$ cat src/rtl/uart_tx.sv
// UART transmitter, 8N1, with a small transmit FIFO in front of the serialiser.
//
// Parameters:
//   CLKS_PER_BIT - clock cycles per serial bit
//   FIFO_DEPTH   - transmit FIFO entries (power of two, >= 2)
//
// Ports:
//   clk_i     - clock, rising edge
//   rst_i     - asynchronous active-high reset
//   data_i    - byte to transmit
//   valid_i   - data_i is valid; accepted when ready_o is also high
//   ready_o   - FIFO has room (decoded from registered count only)
//   uart_tx_o - serial line, idle high, driven straight from a flop
//   busy_o    - a frame is in progress or bytes are still queued
module uart_tx #(
  parameter int unsigned CLKS_PER_BIT = 868,
  parameter int unsigned FIFO_DEPTH   = 4
) (
  input  logic       clk_i,
  input  logic       rst_i,
  input  logic [7:0] data_i,
  input  logic       valid_i,
  output logic       ready_o,
  output logic       uart_tx_o,
  output logic       busy_o
);

  localparam int unsigned PtrW    = (FIFO_DEPTH > 1) ? $clog2(FIFO_DEPTH) : 1;
  localparam int unsigned CntW    = $clog2(FIFO_DEPTH + 1);
  localparam int unsigned BitCntW = (CLKS_PER_BIT > 1) ? $clog2(CLKS_PER_BIT) : 1;

  localparam logic [BitCntW-1:0] BitLast   = BitCntW'(CLKS_PER_BIT - 1);
  localparam logic [CntW-1:0]    CountFull = CntW'(FIFO_DEPTH);

  typedef enum logic [1:0] {StIdle, StStart, StData, StStop} state_e;

  state_e              state_q, state_d;
  logic [7:0]          fifo_mem_q [FIFO_DEPTH];
  logic [PtrW-1:0]     wr_ptr_q, rd_ptr_q;
  logic [CntW-1:0]     count_q, count_d;
  logic [BitCntW-1:0]  clk_cnt_q, clk_cnt_d;
  logic [2:0]          bit_idx_q, bit_idx_d;
  logic [7:0]          shift_q, shift_d;
  logic                tx_q, tx_d;
  logic                push, pop, fifo_empty, bit_end;

  assign fifo_empty = (count_q == '0);
  assign ready_o    = (count_q < CountFull);
  assign push       = valid_i & ready_o;
  assign busy_o     = (state_q != StIdle) | ~fifo_empty;
  assign uart_tx_o  = tx_q;
  assign bit_end    = (clk_cnt_q == BitLast);

  always_comb begin
    state_d   = state_q;
    clk_cnt_d = clk_cnt_q;
    bit_idx_d = bit_idx_q;
    shift_d   = shift_q;
    tx_d      = tx_q;
    pop       = 1'b0;
    unique case (state_q)
      StIdle: begin
        tx_d = 1'b1;
        if (!fifo_empty) begin
          pop       = 1'b1;
          shift_d   = fifo_mem_q[rd_ptr_q];
          clk_cnt_d = '0;
          bit_idx_d = '0;
          tx_d      = 1'b0;
          state_d   = StStart;
        end
      end
      StStart: begin
        if (bit_end) begin
          clk_cnt_d = '0;
          tx_d      = shift_q[0];
          state_d   = StData;
        end else begin
          clk_cnt_d = clk_cnt_q + 1'b1;
        end
      end
      StData: begin
        if (bit_end) begin
          clk_cnt_d = '0;
          if (bit_idx_q == 3'd7) begin
            tx_d    = 1'b1;
            state_d = StStop;
          end else begin
            // Shift right so the next bit to send is always at shift_q[0].
            bit_idx_d = bit_idx_q + 3'd1;
            shift_d   = {1'b0, shift_q[7:1]};
            tx_d      = shift_q[1];
          end
        end else begin
          clk_cnt_d = clk_cnt_q + 1'b1;
        end
      end
      StStop: begin
        if (bit_end) begin
          clk_cnt_d = '0;
          if (!fifo_empty) begin
            // Chain straight into the next start bit with no idle gap.
            pop       = 1'b1;
            shift_d   = fifo_mem_q[rd_ptr_q];
            bit_idx_d = '0;
            tx_d      = 1'b0;
            state_d   = StStart;
          end else begin
            tx_d    = 1'b1;
            state_d = StIdle;
          end
        end else begin
          clk_cnt_d = clk_cnt_q + 1'b1;
        end
      end
      default: state_d = StIdle;
    endcase
  end

  always_comb begin
    count_d = count_q;
    unique case ({push, pop})
      2'b10:   count_d = count_q + 1'b1;
      2'b01:   count_d = count_q - 1'b1;
      default: count_d = count_q;
    endcase
  end

  always_ff @(posedge clk_i or posedge rst_i) begin
    if (rst_i) begin
      state_q   <= StIdle;
      wr_ptr_q  <= '0;
      rd_ptr_q  <= '0;
      count_q   <= '0;
      clk_cnt_q <= '0;
      bit_idx_q <= '0;
      tx_q      <= 1'b1;
    end else begin
      state_q   <= state_d;
      count_q   <= count_d;
      clk_cnt_q <= clk_cnt_d;
      bit_idx_q <= bit_idx_d;
      tx_q      <= tx_d;
      // Pointer width equals log2(depth), so increment wraps naturally.
      if (push) wr_ptr_q <= wr_ptr_q + 1'b1;
      if (pop)  rd_ptr_q <= rd_ptr_q + 1'b1;
    end
  end

  // Data storage needs no reset.
  always_ff @(posedge clk_i) begin
    shift_q <= shift_d;
    if (push) fifo_mem_q[wr_ptr_q] <= data_i;
  end

endmodule

$ cat config.mk
export PLATFORM = sky130hd
export DESIGN_NAME = uart_tx
export DESIGN_NICKNAME = d
export VERILOG_FILES = /design/src/rtl/uart_tx.sv
export SDC_FILE = /design/constraint.sdc
export NUM_CORES = 1
export LEC_CHECK = 0
export CORE_ASPECT_RATIO = 0.5
export CORE_MARGIN = 5
export CORE_UTILIZATION = 60
export DETAILED_ROUTE_END_ITERATION = 8
export GPL_TIMING_DRIVEN = 0
export PLACE_DENSITY_LB_ADDON = 0.25
export SKIP_CTS_REPAIR_TIMING = 1
export SLEW_MARGIN = 15
export SYNTH_ARGS = -nofsm -noshare
export SYNTH_HDL_FRONTEND = slang
export SYNTH_SLANG_ARGS = --single-unit
$ cat constraint.sdc
create_clock -name clk_i -period 5.6 [get_ports clk_i]
set_input_delay 1.68 -clock clk_i [delete_from_list [all_inputs] [get_ports clk_i]]
set_output_delay 1.68 -clock clk_i [all_outputs]
set_load 0.05 [all_outputs]
== Yosys cells after proc, flatten, opt, wreduce, memory -nomap -nowiden ==
Memory sizes are Yosys's and may differ from the RTL's.
Cells that the tools add are included.
Operators by class
  add/subtract/negate cells: 6
  reduce and logical (&&, ||, !) cells: 9
  bitwise gates (word level): 3
  $lt $le $gt $ge: 1
  equality and inequality tests: 13
  mux-type cells: 32
Operators with widths (count)
  8-bit two-way mux: 4
  8-bit case mux with 3 select lines: 1
  10-bit two-way mux: 2
  10-bit case mux with 2 select lines: 1
  3-bit two-way mux: 4
  2-bit inequality test, second input constant: 6
  10-bit by 1-bit adder with 10-bit output, second input constant: 1
  10-bit equality test, second input constant: 1
  1-bit two-way mux: 10
  2-bit two-way mux: 5
  3-bit case mux with 3 select lines: 1
  2-bit case mux with 4 select lines: 1
  3-bit by 1-bit adder with 3-bit output, second input constant: 2
  2-bit equality test, second input constant: 3
  3-bit case mux with 2 select lines: 1
  5-bit AND reduction: 1
  2-bit by 1-bit adder with 2-bit output, second input constant: 2
  2-bit by 1-bit equality test with 1-bit output, second input constant: 2
  1-bit case mux with 4 select lines: 1
  4-bit AND reduction: 1
  2-bit nonzero test: 2
  3-bit equality test, second input constant: 1
  3-bit logical NOT: 1
  3-bit < comparator, second input constant: 1
  9 further kinds: 9
Word-level totals
  register bits after elaboration: 31
  word-level logic and storage cells: 73
  memories: 1
  bits of input ports: 11
  RAM bits: 32
  output and inout port bits: 3
Memory list
  fifo_mem_q: words 4, bits a word 8, read ports 1, clocked after Yosys merged registers in 0, wr ports 1, line 38  | logic [7:0] fifo_mem_q [FIFO_DEPTH];

== Depth between registers and ports, before layout ==
Gate-level depths: netlist of the first run.
  depth after elaboration: 6
  mapped depth: 11
  depth with buffers taken out: 10

== Worst setup path before layout of the first run ==
Ideal clock, no wire load.
  path kind: input port to flip-flop
  from: input valid_i
  to: register count_q[2]
  data required time: 5.461 ns
  slack: 2.569 ns
  library setup time: 0.139 ns
  data arrival time: 2.891 ns
  buffers on the path: 1
  stages on the path: 9
  cell sequence: nor2b_1 clkbuf_1 inv_1 ha_1 inv_1 fa_1 xor2_1 nor2_1 xnor2_1
Between the ends
  word-level cells in the longest chain between the ends: 3
  elaborated cells on any way between the ends: 5
  classes of those cells: eq/ne (2); mux (1); bitwise (1); reduce/logical (1)
Ends and longest elaborated chain
  from (decl): line 22  | input logic valid_i,
  1-bit AND (*): line 49  | assign push = valid_i & ready_o;
  2-bit by 1-bit equality test with 1-bit output or 2-bit equality test (tied branches): line 122  | unique case ({push, pop})
  3-bit case mux with 2 select lines or 2-bit nonzero test (tied branches)
  to (signal assigned): line 140  | count_q <= count_d;
  to (decl): line 40  | logic [CntW-1:0] count_q, count_d;
Every way passes the cells marked *; elsewhere a longest branch is shown, timed or not.
A chain may end at the register's enable or synchronous reset.

== Worst setup path in the final report of the first run ==
  from: register state_q[0]
  to: output busy_o
Between the ends
  word-level cells in the longest chain between the ends: 2
Ends and longest elaborated chain
  from (decl): line 37  | state_e state_q, state_d;
  from (signal assigned): line 131  | state_q <= StIdle;
  from (signal assigned): line 139  | state_q <= state_d;
  2-bit nonzero test: line 50  | assign busy_o = (state_q != StIdle) | ~fifo_empty;
  1-bit bitwise OR: line 50
  to (decl): line 25  | output logic busy_o
No other way between the ends.

==> results of run 1 <==
==> final timing paths <==
path,endpoint,slack [ns]
setup / recovery,busy_o,1.28
hold / removal,bit_idx_q[0],0.49
setup reg to reg,count_q[2],3.01
hold reg to reg,bit_idx_q[0],0.49
max in group asynchronous,clk_cnt_q[4],3.22
min in group asynchronous,clk_cnt_q[3],1.82
==> flip-flops by register name, summed over array words and instances, names as in the netlist <==
signal / flops
bit_idx_q: 3
clk_cnt_q: 10
rd_ptr_q: 2
wr_ptr_q: 2
state_q: 2
uart_tx_o: 1
shift_q: 8
fifo_mem_q: 32
count_q: 3
==> power by group through the flow <==
stage	sequential, uW	combinational [uW]	clock [uW]
4_1_cts	720	666	451
3_5_place_dp	725	662	0
6_report	719	657	444
3_3_place_gp	720	638	0
5_1_grt	736	737	476
2_1_floorplan	719	510	0
==> layout make-up <==
| cell class | count | area, um2 | area share |
|---|---|---|---|
| Buffer | 7 | 27.5 | 0.00818 |
| Clock buffer | 9 | 124 | 0.0368 |
| Clock inverter | 7 | 103 | 0.0305 |
| Inverter | 15 | 56.3 | 0.0167 |
| Multi-Input combinational cell | 126 | 1070 | 0.317 |
| Sequential cell | 63 | 1780 | 0.528 |
| Tap cell | 66 | 82.6 | 0.0245 |
| Timing Repair Buffer | 13 | 130 | 0.0386 |
==> through the flow <==
| stage | cells | utilization |
|---|---|---|
| finish | 306 | 0.740 |
| global route | 306 | 0.740 |
| CTS | 306 | 0.740 |
| detailed placement | 290 | 0.690 |
| global placement | 290 | 0.690 |
| floorplan | 211 | - |
==> per-layer routing <==
metal	track usage	wire length, um
met5	0	0
met4	0.0647	42
met3	0.0555	270
met2	0.306	2440
met1	0.224	2200
==> kinds of logic after synthesis <==
| kind of cell | share of synthesized area |
|---|---|
| compound gates | 0.105 |
| xor+xnor | 0.0209 |
| mux | 0.0739 |
| fa+ha+maj | 0.0667 |
| simple gates | 0.0974 |
| buf+inv | 0.0286 |
| flops | 0.607 |
==> cells in the final DEF (no fill, tap or decap), types with 2 or more instances in the layout <==
cell and n:
edfxtp_1 40, dfrtp_1 22, inv_1 14, ha_1 14, nand2_1 13, clkdlybuf4s50_1 13
o21ai_0 10, a22o_1 9, clkbuf_8 9, nor2_1 8, mux4_2 8, clkbuf_1 6
and2_1 5, a31oi_1 5, nor3_1 4, nand3_1 4, a21oi_1 4, xnor2_1 4
or3_1 3, xor2_1 3, inv_6 3, nand2b_1 2, a2bb2oi_1 2, o2bb2ai_1 2
a31o_2 2, and3_1 2, a41oi_1 2, bufinv_16 2
==> results by group, run 1 <==
Flow run
  – Maxcap violations: 0

Finish
  – Ant diodes: 0
  – Share of cells above drive strength 1: 0.154
  – Fillers: 295
  – Layout area overhead: 15.0%
  – Final Instance Area: 3370 um2
  – Nets: 261

Drt
  – Drt total wl: 4960 um
  – Iteration-0 DRC Markers: 70
  – Antenna Nets Post-Route: 0
  – Pre-antenna DRT Iters: 4
  – Vias per cell: 5.62
  – Via count: 1720
  – # DRC: 0
  – Per-cell routed wire length: 16.2 um

Place
  – Placed inst area: 3140 um2
  – Number of port buffers: 13
  – GP Congestion: 0.819
  – Pre-CTS WS: 1.66 ns
  – Post-DP HPWL: 3370 um

Global route
  – GRT Total Usage: 0.181
  – Largest net degree at the start of global routing: 24
  – GR Overflow Total: 0
  – Global-route wire length before repair: 8560 um
  – Initial antenna violation count: 0
  – Vias in the first global route: 1792

Power and ir drop
  – Cell area power density: 541 nW/um2
  – Clk pwr share: 0.244
  – Leakage: 0.00130 uW
  – Comb pwr share: 0.361
  – Pwr Total: 1820 uW
  – Int Power: 1200 uW
  – NetSw: 623 uW
  – Worst VDD drop: 0.289 mV
  – Switch share: 0.343
  – Seq pwr share: 0.395

Yosys
  – Yosys reg bits: 63
  – Cell with the most instances after synthesis: edfxtp_1
  – Commonest cells post-synth: edfxtp_1 (40), dfrtp_1 (22), ha_1 (14), inv_1 (14), nand2_1 (13)
  – Mapped Area: 2930 um2
  – Post-synth EDFFs: 40
  – Sequential element share of the synthesized area: 0.607
  – Avg Cell Area, Syn: 13.9 um2
  – Top cell type's share of synthesized area: 0.410
  – Cell variety after synth: 47
  – Commonest register cell after synthesis: edfxtp_1
  – Net Count, Synth: 237
  – Mapped Cells: 211
  – Yosys top cell by area: edfxtp_1
  – Yosys warns: 0
  – Ys async rst share: 0.365
  – Area contributors post-synth: edfxtp_1 (41%), dfrtp_1 (19%), mux4_2 (6.2%)

Worst setup path
  – Arr. time, crit path: 2.64 ns
  – Worst setup EP type: primary output
  – Worst Reg-to-Reg Cells: 10
  – Worst Path Class, Setup: flip-flop to primary output
  – Buf/Inv on CP: 5
  – Crit path cell chain: inv_1 > ha_1 > clkbuf_1 > inv_1 > nor2_2 > inv_2 > clkdlybuf4s50_1
  – CP startpoint: state_q[0]
  – Req. time, crit path: 3.92 ns
  – Crit-path slowest cell: clkdlybuf4s50_1
  – Crit Path Max Fanout: 9
  – Crit path launch type: flip-flop
  – Stages on worst setup path: 7
  – R2R Path Start: clk_cnt_q[0]
  – CP top delay family: buffers and inverters
  – Worst path max stage delay: 0.72 ns
  – CP most frequent cell: inv_1

Timing
  – Final Slew Violations: 0
  – Fin Setup TNS: 0 ns
  – Final Setup Violations: 0
  – Worst hold slack: 0.490 ns
  – Max_slew headroom: 0.379
  – Final min period: 4.32 ns
  – Final worst path period share: 0.772
  – Worst slew pin tran: 0.928 ns
  – Fin Clk Skew: 0.00952 ns
  – Upper clock frequency limit: 231 MHz
  – Post-route setup slack: 1.28 ns
  – Final hold vios: 0
  – RSZ-0062 raised after global routing: false

Outcome
  – Outcome: finished, final reports clean

Die
  – Die Wd: 109 um
  – Die area: 6460 um2
  – DIE HEIGHT: 59.4 um
  – IO Count: 14
  – Core area: 4550 um2
  – # rows: 17
  – Starting density of the core: 0.643

Clocking
  – Worst-skew pair later-pin latency: 0.34 ns
  – CTS buffer count: 9
  – Clock transition at path regs: 0.07 ns
  – Clock Sinks: 63
  – Clk buf depth: 2
  – Clock Tree Root: clkbuf_8
  – # H-tree levels: 3
  – CTS tree: yes

Hold path
  – Min-Delay Path Depth: 1
  – Hold Path Class: flip-flop to flip-flop
  – Min-Delay Startpoint: bit_idx_q[0]
Power figures use the tool's default switching activity.
==> run 2, diff against run 1 <==
CORE_UTILIZATION = 59   (was 60)
clock period = 4.1 ns   (was 5.6 ns; I/O delays follow)
==> results by group, run 2 (synthesized netlist as in run 1, its figures left out) <==
Die
  – Die area: 6560 um2 (+1.5%)
  – Starting density of the core: 0.602 (-0.0414)
  – Die Wd: 110 um (+0.77%)
  – IO Count: 14 (unchanged)
  – # rows: 18 (+1)
  – Core area: 4860 um2 (+6.9%)
  – DIE HEIGHT: 59.8 um (+0.70%)

Global route
  – Vias in the first global route: 1800 (+0.45%)
  – Global-route wire length before repair: 8410 um (-1.7%)
  – Initial antenna violation count: 0 (unchanged)
  – GR Overflow Total: 0 (unchanged)
  – GRT Total Usage: 0.178 (-0.00226)
  – Largest net degree at the start of global routing: 24 (unchanged)

Clocking
  – CTS tree: yes
  – Clk buf depth: 2 (unchanged)
  – Clock Tree Root: clkbuf_8
  – Clock transition at path regs: 0.07 ns (about the same)
  – # H-tree levels: 3 (unchanged)
  – CTS buffer count: 9 (unchanged)
  – Clock Sinks: 63 (unchanged)
  – Worst-skew pair later-pin latency: 0.35 ns (about the same)

Timing
  – Fin Clk Skew: 0.00835 ns (-0.00117 ns)
  – Upper clock frequency limit: 258 MHz
  – Final min period: 3.88 ns
  – Worst slew pin tran: 0.962 ns (+0.0345 ns)
  – Final hold vios: 0 (unchanged)
  – Worst hold slack: 0.487 ns (-0.00233 ns)
  – Max_slew headroom: 0.356 (-0.0231)
  – Final worst path period share: 0.945
  – RSZ-0062 raised after global routing: false
  – Final Setup Violations: 0 (unchanged)
  – Fin Setup TNS: 0 ns (unchanged)
  – Final Slew Violations: 0 (unchanged)

Worst setup path
  – Arr. time, crit path: 2.65 ns (about the same)
  – Crit Path Max Fanout: 9 (unchanged)
  – Req. time, crit path: 2.87 ns (-1.05 ns)
  – Worst Path Class, Setup: flip-flop to primary output
  – Crit path launch type: flip-flop
  – Worst setup EP type: primary output

Finish
  – Largest Register: fifo_mem_q
  – Final non-filler cell total: 310 (+1.3%)
  – Max reg flops: 32 (unchanged)
  – Registers with the most flip-flops: fifo_mem_q x32, clk_cnt_q x10, shift_q x8
  – Most common cell after layout, fill and taps aside: edfxtp_1
  – Ant diodes: 0 (unchanged)
  – Layout area overhead: 15.2%
  – Most frequent cells in the layout: edfxtp_1 (40), dfrtp_1 (22), inv_1 (14), ha_1 (14)
  – Nets: 261 (unchanged)
  – Share of cells above drive strength 1: 0.154 (unchanged)

Drt
  – # DRC: 0 (unchanged)
  – Drt total wl: 4910 um (-1.0%)
  – Antenna Nets Post-Route: 0 (unchanged)
  – Vias per cell: 5.66 (+0.72%)
  – Per-cell routed wire length: 15.8 um (-2.3%)
  – Iteration-0 DRC Markers: 75 (+7.1%)
  – Via count: 1755 (+2.0%)
  – Pre-antenna DRT Iters: 5 (+1)

Power and ir drop
  – Leakage: 0.00130 uW (+0.27%)
  – Cell area power density: 737 nW/um2 (+36%)
  – Worst VDD drop: 0.381 mV (+32%)

Place
  – Post-DP HPWL: 3370 um (about the same)
  – Number of port buffers: 13 (unchanged)
  – Cell count after placement: 294 (+1.4%)
  – GP Congestion: 0.814 (-0.62%)

Flow run
  – Maxcap violations: 0 (unchanged)

Outcome
  – Outcome: finished, final reports clean

Hold path
  – Hold Path Class: flip-flop to flip-flop
[run 2: cell types whose count changed in the layout (fill, tap and decap cells not counted)]
cell        before  now
clkinv_4         1    3
clkinvlp_4       1    0
inv_6            3    2
[run 2: power breakdown]
| group | leakage [uW] | switching (uW) | internal, uW |
|---|---|---|---|
| Combinational | 0.000527 | 499 | 400 |
| Sequential | 0.000661 | 98.2 | 886 |
| Clock | 0.000114 | 255 | 349 |
| Total | 0.00130 | 852 | 1640 |
[run 2: critical path, stage by stage, from the launching register on]
cell and delay [ns]:
dfrtp_1 0.42, inv_1 0.15, ha_1 0.17, clkbuf_1 0.31, inv_1 0.12, nor2_2 0.25
inv_2 0.14, clkdlybuf4s50_1 0.72
[run 2: layer usage]
| metal | wire length [um] | global-route usage | share of wire |
|---|---|---|---|
| met1 | 2320 | 0.219 | 0.47 |
| met4 | 97 | 0.0710 | 0.020 |
| met3 | 249 | 0.0777 | 0.051 |
| met2 | 2240 | 0.283 | 0.46 |
| met5 | 0 | 0 | 0 |
[run 2: path summary, 6_finish.rpt]
check	slack [ns]	to	depth (start not counted)	startpoint
max in group asynchronous	2.20	rd_ptr_q[1]	2	rst_i
min reg2reg	0.49	clk_cnt_q[9]	1	clk_cnt_q[9]
max reg2reg	1.51	count_q[2]	10	clk_cnt_q[0]
min	0.49	clk_cnt_q[9]	1	clk_cnt_q[9]
max	0.22	busy_o	7	state_q[0]
min in group asynchronous	1.37	clk_cnt_q[5]	2	rst_i
[run 2: final cells by class]
| type | count | area, um2 |
|---|---|---|
| Clock buffer | 9 | 124 |
| Clock inverter | 7 | 104 |
| Buffer | 7 | 27.5 |
| Sequential cell | 63 | 1780 |
| Timing Repair Buffer | 13 | 130 |
| Multi-Input combinational cell | 126 | 1070 |
| Tap cell | 70 | 87.6 |
| Fill cell | 357 | 1490 |
| Inverter | 15 | 56.3 |
[run 2: stage by stage]
| stage | utilization | worst slack, ns | cell area (um2) | total power [uW] |
|---|---|---|---|---|
| floorplan | - | 1.52 | 2930 | 1680 |
| global placement | 0.647 | 0.650 | 3150 | 1860 |
| detailed placement | 0.647 | 0.611 | 3150 | 1900 |
| CTS | 0.693 | 0.207 | 3370 | 2520 |
| global route | 0.693 | 0.0294 | 3370 | 2660 |
| finish | 0.693 | 0.224 | 3370 | 2490 |
==> run 3, diff against run 2 <==
CORE_UTILIZATION = 60   (was 59)
HOLD_SLACK_MARGIN = 0.15   (was unset)
clock period = 4.5 ns   (was 4.1 ns; I/O delays follow)
==> results of run 3 <==
Same layout as run 1 (identical final DEF). Status: finished, final reports clean.
Main changes from that run: setup slack after placement 1.66 ns -> 0.887 ns; setup slack after layout 1.28 ns -> 0.505 ns; register-to-register setup slack 3.01 ns -> 1.91 ns; total power 1820 uW -> 2260 uW; worst IR drop on VDD 0.289 mV -> 0.360 mV
